$ cat config.mk
export PLATFORM = sky130hd
export DESIGN_NAME = serial_word_rx
export DESIGN_NICKNAME = d
export VERILOG_FILES = /design/src/rtl/serial_rx_pkg.sv /design/src/rtl/serial_rx_fifo.sv /design/src/rtl/serial_word_rx.sv
export SDC_FILE = /design/constraint.sdc
export NUM_CORES = 1
export LEC_CHECK = 0
export CAP_MARGIN = 20
export CORE_MARGIN = 2
export CORE_UTILIZATION = 51
export CTS_BUF_LIST = sky130_fd_sc_hd__clkbuf_8
export DETAILED_ROUTE_END_ITERATION = 8
export PLACE_DENSITY = 0.83
export SETUP_SLACK_MARGIN = 0.15
export SLEW_MARGIN = 20
export SYNTH_ARGS = -nofsm -noshare
export SYNTH_HDL_FRONTEND = slang
export SYNTH_HIERARCHICAL = 1
export SYNTH_SLANG_ARGS = --single-unit
$ cat constraint.sdc
create_clock -name clock -period 3.18 [get_ports clock]
set_clock_uncertainty 0.1 [all_clocks]
set_input_delay 0.477 -clock clock [delete_from_list [all_inputs] [get_ports clock]]
set_output_delay 0.477 -clock clock [all_outputs]
set_load 0.02 [all_outputs]
$ cat src/rtl/serial_rx_pkg.sv
// Shared types and defaults for the serial word receiver: FSM state encoding,
// default parameter values and a pointer-width helper.
package serial_rx_pkg;

    typedef enum logic [1:0] {
        IDLE = 2'd0,
        DATA = 2'd1,
        STOP = 2'd2
    } rx_state_e;

    localparam int DEF_WIDTH      = 8;
    localparam int DEF_FIFO_DEPTH = 4;
    localparam int DEF_CNT_W      = 16;

    // Never narrower than one bit, so a depth or count of 1 still gets a real vector.
    function automatic int ptr_width(input int depth);
        return (depth > 1) ? $clog2(depth) : 1;
    endfunction

endpackage

$ cat src/rtl/serial_rx_fifo.sv
// Synchronous first-word-fall-through FIFO. Full/empty come from an occupancy
// counter one bit wider than the naturally wrapping pointers.
module serial_rx_fifo
    import serial_rx_pkg::*;
#(
    parameter int WIDTH = DEF_WIDTH,
    parameter int DEPTH = DEF_FIFO_DEPTH,
    localparam int PTR_W = ptr_width(DEPTH),
    localparam int CNT_BITS = PTR_W + 1
) (
    input  logic                clock,
    input  logic                reset,
    input  logic                push,
    input  logic [WIDTH-1:0]    push_data,
    input  logic                pop,
    output logic [WIDTH-1:0]    head,
    output logic                empty,
    output logic                full,
    output logic [CNT_BITS-1:0] count
);

    logic [WIDTH-1:0]    mem_q [DEPTH];
    logic [PTR_W-1:0]    rd_ptr_q;
    logic [PTR_W-1:0]    wr_ptr_q;
    logic [CNT_BITS-1:0] count_q;
    logic                push_ok;
    logic                pop_ok;

    assign empty   = (count_q == '0);
    assign full    = (count_q == CNT_BITS'(DEPTH));
    assign pop_ok  = pop & ~empty;
    // A pop in the same cycle frees the slot a full FIFO needs for the push.
    assign push_ok = push & (~full | pop_ok);
    assign head    = mem_q[rd_ptr_q];
    assign count   = count_q;

    always_ff @(posedge clock or posedge reset) begin
        if (reset) begin
            for (int i = 0; i < DEPTH; i++) begin
                mem_q[i] <= '0;
            end
            rd_ptr_q <= '0;
            wr_ptr_q <= '0;
            count_q  <= '0;
        end else begin
            if (push_ok) begin
                mem_q[wr_ptr_q] <= push_data;
                wr_ptr_q        <= wr_ptr_q + PTR_W'(1);
            end
            if (pop_ok) begin
                rd_ptr_q <= rd_ptr_q + PTR_W'(1);
            end
            case ({push_ok, pop_ok})
                2'b10:   count_q <= count_q + CNT_BITS'(1);
                2'b01:   count_q <= count_q - CNT_BITS'(1);
                default: count_q <= count_q;
            endcase
        end
    end

endmodule

$ cat src/rtl/serial_word_rx.sv
// Frames a one-bit-per-clock line (start, WIDTH data bits MSB-first, stop) into
// words, queues them in a FWFT FIFO and keeps sticky error flags plus a word count.
module serial_word_rx
    import serial_rx_pkg::*;
#(
    parameter int WIDTH      = DEF_WIDTH,
    parameter int FIFO_DEPTH = DEF_FIFO_DEPTH,
    parameter int CNT_W      = DEF_CNT_W,
    localparam int OCC_W     = ptr_width(FIFO_DEPTH) + 1
) (
    input  logic             clock,
    input  logic             reset,
    input  logic             y_in,
    output logic [WIDTH-1:0] word_out,
    output logic             word_valid,
    input  logic             word_ready,
    output logic             overflow,
    output logic             frame_err,
    input  logic             clear_flags,
    output logic [CNT_W-1:0] frame_count,
    output rx_state_e        fsm_state_o,
    output logic [OCC_W-1:0] fifo_count_o
);

    // Handshake: word_out is transferred on a clock edge where word_valid and
    // word_ready are both high; word_valid never depends on word_ready.

    localparam int BIT_W = ptr_width(WIDTH);

    rx_state_e        state_q, state_d;
    logic [BIT_W-1:0] bit_cnt_q, bit_cnt_d;
    logic [WIDTH-1:0] shift_q, shift_d;
    logic [WIDTH-1:0] hold_q;
    logic             overflow_q, overflow_d;
    logic             frame_err_q, frame_err_d;
    logic [CNT_W-1:0] frame_count_q, frame_count_d;

    logic             push_req;
    logic             frame_bad;
    logic             pop_fire;
    logic             push_accept;
    logic             drop_word;
    logic [WIDTH-1:0] fifo_head;
    logic             fifo_empty;
    logic             fifo_full;

    serial_rx_fifo #(
        .WIDTH (WIDTH),
        .DEPTH (FIFO_DEPTH)
    ) u_fifo (
        .clock     (clock),
        .reset     (reset),
        .push      (push_req),
        .push_data (shift_q),
        .pop       (word_ready),
        .head      (fifo_head),
        .empty     (fifo_empty),
        .full      (fifo_full),
        .count     (fifo_count_o)
    );

    assign word_valid  = ~fifo_empty;
    assign pop_fire    = word_valid & word_ready;
    assign push_accept = push_req & (~fifo_full | pop_fire);
    assign drop_word   = push_req & fifo_full & ~pop_fire;
    // Once the FIFO drains, keep presenting the last head rather than a stale slot.
    assign word_out    = word_valid ? fifo_head : hold_q;

    always_comb begin
        state_d   = state_q;
        bit_cnt_d = bit_cnt_q;
        shift_d   = shift_q;
        push_req  = 1'b0;
        frame_bad = 1'b0;
        unique case (state_q)
            IDLE: begin
                if (y_in) begin
                    state_d   = DATA;
                    bit_cnt_d = '0;
                end
            end
            DATA: begin
                shift_d   = {shift_q[WIDTH-2:0], y_in};
                bit_cnt_d = bit_cnt_q + BIT_W'(1);
                if (bit_cnt_q == BIT_W'(WIDTH - 1)) begin
                    state_d = STOP;
                end
            end
            STOP: begin
                // A high stop bit is consumed here, never reused as a start bit.
                state_d = IDLE;
                if (y_in) begin
                    frame_bad = 1'b1;
                end else begin
                    push_req = 1'b1;
                end
            end
            default: state_d = IDLE;
        endcase
    end

    always_comb begin
        overflow_d    = overflow_q;
        frame_err_d   = frame_err_q;
        frame_count_d = frame_count_q;
        if (clear_flags) begin
            overflow_d  = 1'b0;
            frame_err_d = 1'b0;
        end
        if (drop_word) begin
            overflow_d = 1'b1;
        end
        if (frame_bad) begin
            frame_err_d = 1'b1;
        end
        if (push_accept && (frame_count_q != '1)) begin
            frame_count_d = frame_count_q + CNT_W'(1);
        end
    end

    always_ff @(posedge clock or posedge reset) begin
        if (reset) begin
            state_q       <= IDLE;
            bit_cnt_q     <= '0;
            shift_q       <= '0;
            hold_q        <= '0;
            overflow_q    <= 1'b0;
            frame_err_q   <= 1'b0;
            frame_count_q <= '0;
        end else begin
            state_q       <= state_d;
            bit_cnt_q     <= bit_cnt_d;
            shift_q       <= shift_d;
            overflow_q    <= overflow_d;
            frame_err_q   <= frame_err_d;
            frame_count_q <= frame_count_d;
            if (word_valid) begin
                hold_q <= fifo_head;
            end
        end
    end

    assign overflow    = overflow_q;
    assign frame_err   = frame_err_q;
    assign frame_count = frame_count_q;
    assign fsm_state_o = state_q;

endmodule

* Word-level counts from Yosys, hierarchy flattened
Index checks and enable logic that the tools add are counted.
** Storage, ports and cells
- Register bits after elaboration :: 78
- Input bits :: 5
- Output and inout bits :: 32
- Logic and storage cells :: 72
** Operators by class
- Add/subtract/negate cells :: 6
- Magnitude comparators :: 3
- Equal/unequal tests :: 9
- Multiplexer cells :: 20
- Bitwise logic cells :: 10
- Reduce and logical (&&, ||, !) cells :: 10
** Operators with widths (count)
- $bwmux W32 :: 1
- $mux W8 :: 4
- $add A16 B1 Y16 const B :: 1
- $bmux W8 S2 :: 1
- $demux W8 S2 :: 1
- $ne A16 B16 Y1 const B :: 1
- $pmux W3 S2 :: 2
- $reduce_bool A2 Y1 :: 4
- $mux W1 :: 7
- $add A3 B1 Y3 const B :: 2
- $eq A3 B3 Y1 const B :: 2
- $ge A3 B3 Y1 const B :: 2
- $not A2 Y3 :: 2
- $add A2 B1 Y2 const B :: 2
- $and A1 B1 Y1 :: 4
- $eq A2 B1 Y1 const B :: 2
- $eq A2 B2 Y1 const B :: 2
- $mux W2 :: 2
- $ne A2 B2 Y1 const B :: 2
- $pmux W2 S2 :: 1
- $reduce_and A2 Y1 :: 2
- $logic_not A3 Y1 :: 1
- $lt A3 B1 Y1 const B :: 1
- $mux W3 :: 1
- other kinds (5) :: 8

* Depth between registers and ports, before layout
- Depth after elaboration :: 7
- Mapped depth :: 9
- Mapped depth without buffers :: 9

* Hierarchy
Netlist, hierarchy kept.
** By module, submodules not included
- serial_rx_fifo :: instances 1, cells each 116, area an instance 1805.5 um^2
- serial_word_rx :: instances 1, cells each 153, area an instance 1766.7 um^2

* Worst setup path before layout
Ideal clock, no wire load.
- Path kind :: reg2reg
- Start :: register state_q[1] (netlist: fsm_state_o[1])
- End :: register u_fifo.count_q[2] (netlist: u_fifo/count[2])
- Setup time :: 0.134 ns
- Data arrival time :: 2.179 ns
- Required time :: 2.946 ns
- Setup slack :: 0.766 ns
- Cell stages (with the launch flop) :: 10
- Path buffers :: 0
- Cell sequence :: dfrtp_1 or3b_4 inv_1 or2b_2 ha_1 inv_1 fa_1 xor2_1 nor2_1 xor2_1
** On the way
- Longest elaborated chain between the ends :: 5
- Elaborated cells on any way between the ends :: 7
** RTL lines
- start, declared :: RTL line serial_word_rx.sv:30 : rx_state_e state_q, state_d;
- start signal, assigned :: RTL line serial_word_rx.sv:131 : state_q <= state_d;
- $eq A2 B2 Y1 (*) :: RTL line serial_word_rx.sv:75 : unique case (state_q)
- $mux W1 (*) :: RTL line serial_word_rx.sv:75
- via push_req :: RTL line serial_word_rx.sv:38 : logic push_req;
- $and A1 B1 Y1 (*) :: RTL line serial_rx_fifo.sv:33 : assign push_ok = push & (~full | pop_ok);
- $eq A2 B1 Y1 or $eq A2 B2 Y1 (tied branches) :: RTL line serial_rx_fifo.sv:53 : case ({push_ok, pop_ok})
- $pmux W3 S2 or $reduce_bool A2 Y1 (tied branches)
- end signal, assigned :: RTL line serial_rx_fifo.sv:54 : 2'b10: count_q <= count_q + CNT_BITS'(1);
- end signal, assigned :: RTL line serial_rx_fifo.sv:55 : 2'b01: count_q <= count_q - CNT_BITS'(1);
- end signal, assigned :: RTL line serial_rx_fifo.sv:56 : default: count_q <= count_q;
- end, declared :: RTL line serial_rx_fifo.sv:25 : logic [CNT_BITS-1:0] count_q;
Mark *: on every way through the listed nets, which the timed path passes. The rest lies on a longest branch.
A chain may end at the register's enable or synchronous reset.

* Worst setup path in the final report
- Start :: register u_fifo.rd_ptr_q[0]
- End :: output word_out[0]
** On the way
- Longest elaborated chain between the ends :: 5
** RTL lines
- start, declared :: RTL line serial_rx_fifo.sv:23 : logic [PTR_W-1:0] rd_ptr_q;
- start signal, assigned :: RTL line serial_rx_fifo.sv:51 : rd_ptr_q <= rd_ptr_q + PTR_W'(1);
- $not A2 Y3 (implied by the code) :: RTL line serial_rx_fifo.sv:34 : assign head = mem_q[rd_ptr_q];
- $bmux W8 S2 :: RTL line serial_rx_fifo.sv:34
- $mux W8 (implied by the code) (2 in series) :: RTL line serial_rx_fifo.sv:34
- via fifo_head[0] :: RTL line serial_word_rx.sv:43 : logic [WIDTH-1:0] fifo_head;
- $mux W8
- end, declared :: RTL line serial_word_rx.sv:14 : output logic [WIDTH-1:0] word_out,
The timed path passes the listed nets, and every way through them passes these cells. The select of a mux whose other input is x is not followed.

==> impl_metrics.env <==
export IMPL_placed_area_sq_mm=0.00409
export IMPL_worstPathArrival_ns=2.29
export IMPL_io_pins=37
export IMPL_start_util_pct=52.6
export IMPL_yosys_warnings=6
export IMPL_grt_start_max_net_pins=40
export IMPL_grt_pass1_wl_mm=11.5
export IMPL_rows=30
export IMPL_nets=332
export IMPL_crit_path_start_kind="flop"
export IMPL_crit_fanout=10
export IMPL_mostFrequentLayoutCell="dfrtp_1"
export IMPL_synth_ff_type="dfrtp_1"
export IMPL_ctsHoldBuffers=0
export IMPL_drt_total_wl_mm=6.95
export IMPL_cts_root_buffer="clkbuf_8"
export IMPL_io_buffers=36
export IMPL_r2r_slack_ns=0.66
export IMPL_synth_fp_nets=283
export IMPL_tightest_slew_ns=0.536
export IMPL_finalHoldViolations=0
export IMPL_holdWs_ns=0.391
export IMPL_die_x_um=87.7
export IMPL_fmax_ghz=0.348
export IMPL_dieArea_sq_mm=0.00769
export IMPL_antennaDiodeCount=0
export IMPL_cts_buffer_depth=2
export IMPL_min_to="u_fifo/mem_q[31]$_DFFE_PP0P_"
export IMPL_power_density_mw_per_mm2=709
export IMPL_reg2reg_to="u_fifo/count[2]$_DFFE_PP0P_"
export IMPL_syn_area_sq_mm=0.00357
export IMPL_setup_viol=0
export IMPL_layout_common_cells="dfrtp_1, mux2_2, clkdlybuf4s50_1"
export IMPL_status="complete, no violations"
export IMPL_hp_start="u_fifo/mem_q[31]$_DFFE_PP0P_"
export IMPL_gr_total_overflow=0
export IMPL_hp_class="flop to flop"
export IMPL_cts_sinks=78
export IMPL_dr_pass1_iters=6
export IMPL_dp_hpwl_mm=4.83
export IMPL_synth_edf_count=0
export IMPL_grtUsageTotal_pct=20.0
export IMPL_antenna_found_initial=0
export IMPL_cts_resized_gates=0
export IMPL_fin_tns_setup_ns=0
export IMPL_p_leak_nw=2.03
export IMPL_post_cts_buffers=0
export IMPL_holdPathStages=1
export IMPL_vias_per_cell=5.34
export IMPL_slew_viol_final=0
export IMPL_finalCritPeriodShare_pct=90.3
export IMPL_coreArea_sq_mm=0.00679
export IMPL_crit_type="flop to output pin"
export IMPL_yosys_register_bits=78
export IMPL_drt_iter0_markers=115
export IMPL_ys_types=40
export IMPL_wire_per_inst_um=16.6
export IMPL_cts_tree="built"
export IMPL_grt_pass1_vias=2239
export IMPL_relSlewSlack_pct=64.2
export IMPL_cp_end_kind="output pin"
export IMPL_cts_inserted_buffers=9
export IMPL_rsz0062_at_grt="false"
export IMPL_fillers=508
export IMPL_syn_inst=269
export IMPL_final_cell_area_sq_mm=0.00434
export IMPL_critPathRequiredTime_ns=2.60
export IMPL_total_power_mw=3.07
export IMPL_maxCapViolCount=0
export IMPL_clkLatencyLatePin_ns=0.35
export IMPL_gp_congestion=0.808
export IMPL_synthToLayoutAreaGrowth_pct=21.4
export IMPL_fp_dieH_um=87.7
export IMPL_reg2reg_from="fsm_state_o[0]$_DFFE_PP0P_"
export IMPL_drc_errors=0
export IMPL_worst_r2r_cell_count=9
export IMPL_synthArstFlopShare_pct=100
export IMPL_syn_area_per_cell_sq_um=13.3
export IMPL_ctsHtreeMaxLevel=3
export IMPL_vdd_drop_max_mv=0.386
export IMPL_via_count=2238
export IMPL_yosysSeqAreaShare_pct=54.6
export IMPL_path_clk_slew_ns=0.08
export IMPL_min_period_ns=2.87
export IMPL_ant_nets=0
export IMPL_drive_gt1_share_pct=26.3
[state kept, by name (all words and copies together), names as in the netlist]
| name | count |
|---|---|
| frame_err | 1 |
| frame_count | 16 |
| overflow | 1 |
| bit_cnt_q | 3 |
| hold_q | 8 |
| u_fifo/count | 3 |
| u_fifo/rd_ptr_q | 2 |
| shift_q | 8 |
| fsm_state_o | 2 |
| u_fifo/wr_ptr_q | 2 |
| u_fifo/mem_q | 32 |
[cells in the mapped netlist, types with 2 or more instances]
cell type  number  share of area, %
o21ai_0         3              0.42
ha_1            8               2.8
nand4_1         8               1.4
clkbuf_1        3              0.32
and3_1          8               1.4
and2_1          3              0.53
xor2_1          4              0.98
a2111oi_4       2               1.5
a21oi_1         3              0.42
a22o_1          2              0.49
mux2_2         40                13
nand2_1        33               3.5
nor2_2          4              0.70
nand3_1         7              0.98
dfrtp_1        78                55
mux4_2          8               5.0
buf_2           2              0.28
mux2_1          2              0.63
nand3b_1        2              0.42
and4_1          3              0.74
inv_1          12               1.3
xnor2_1        15               3.7
mux2i_1         2              0.56
[critical path, stage by stage, from the launching register on]
cell	delay [ns]
dfrtp_1	0.34
buf_4	0.23
mux4_2	0.54
mux2_2	0.29
clkdlybuf4s50_1	0.54
[how the worst max path moves through the flow]
stage               slack, ns                            from                           to
floorplan                0.77      fsm_state_o[1]$_DFFE_PP0P_  u_fifo/count[2]$_DFFE_PP0P_
global placement         0.24                            y_in  u_fifo/count[2]$_DFFE_PP0P_
detailed placement       0.13                            y_in  u_fifo/count[2]$_DFFE_PP0P_
CTS                      0.29  u_fifo/rd_ptr_q[0]$_DFFE_PP0P_                  word_out[0]
global route             0.22  u_fifo/rd_ptr_q[0]$_DFFE_PP0P_                  word_out[3]
finish                   0.31  u_fifo/rd_ptr_q[0]$_DFFE_PP0P_                  word_out[0]
[through the flow]
| stage | setup WS [ns] | util [%] | cells |
|---|---|---|---|
| 2_1_floorplan | 0.766 | - | 269 |
| 3_3_place_gp | 0.245 | 60.2 | 403 |
| 3_5_place_dp | 0.128 | 60.2 | 403 |
| 4_1_cts | 0.287 | 63.8 | 419 |
| 5_1_grt | 0.217 | 63.8 | 419 |
| 6_report | 0.309 | 63.8 | 419 |
[logic make-up (layout without fill, tap and decap cells)]
| logic type | count (synthesis) | after routing | share of synthesized area [%] |
|---|---|---|---|
| and+or+nand+nor | 79 | 79 | 12.5 |
| DFF | 78 | 78 | 54.6 |
| muxes | 52 | 52 | 18.8 |
| xor gates and xnor gates | 19 | 19 | 4.66 |
| buffers and inverters | 18 | 72 | 1.96 |
| AOI/OAI and AO/OA | 14 | 14 | 3.99 |
| adders and majority gates | 9 | 9 | 3.36 |
[per-layer routing]
layer  global-route usage, %  up-vias  wire length [um]
met3                    4.52        6               208
met1                    29.5     1155              3260
li1                        -     1042                 -
met2                    30.2       35              3400
met4                    5.59        0                73
met5                       0        -                 0
[where the power goes]
| part | switching [mW] | internal, mW |
|---|---|---|
| Combinational | 0.398 | 0.395 |
| Clock | 0.364 | 0.542 |
| Sequential | 0.202 | 1.17 |
| Total | 0.964 | 2.11 |
[layout make-up]
class                   count  area [sq um]  share of cell area (%)
flip-flops and latches     78          1950                    45.0
multi-input cells         173          1550                    35.8
repair buffers             44           420                    9.70
clock buffers              10           138                    3.17
well taps                  96           120                    2.77
clock inverters             6           110                    2.54
inverters                  12          45.0                    1.04
Note: power is estimated with default switching activity, not from simulation.
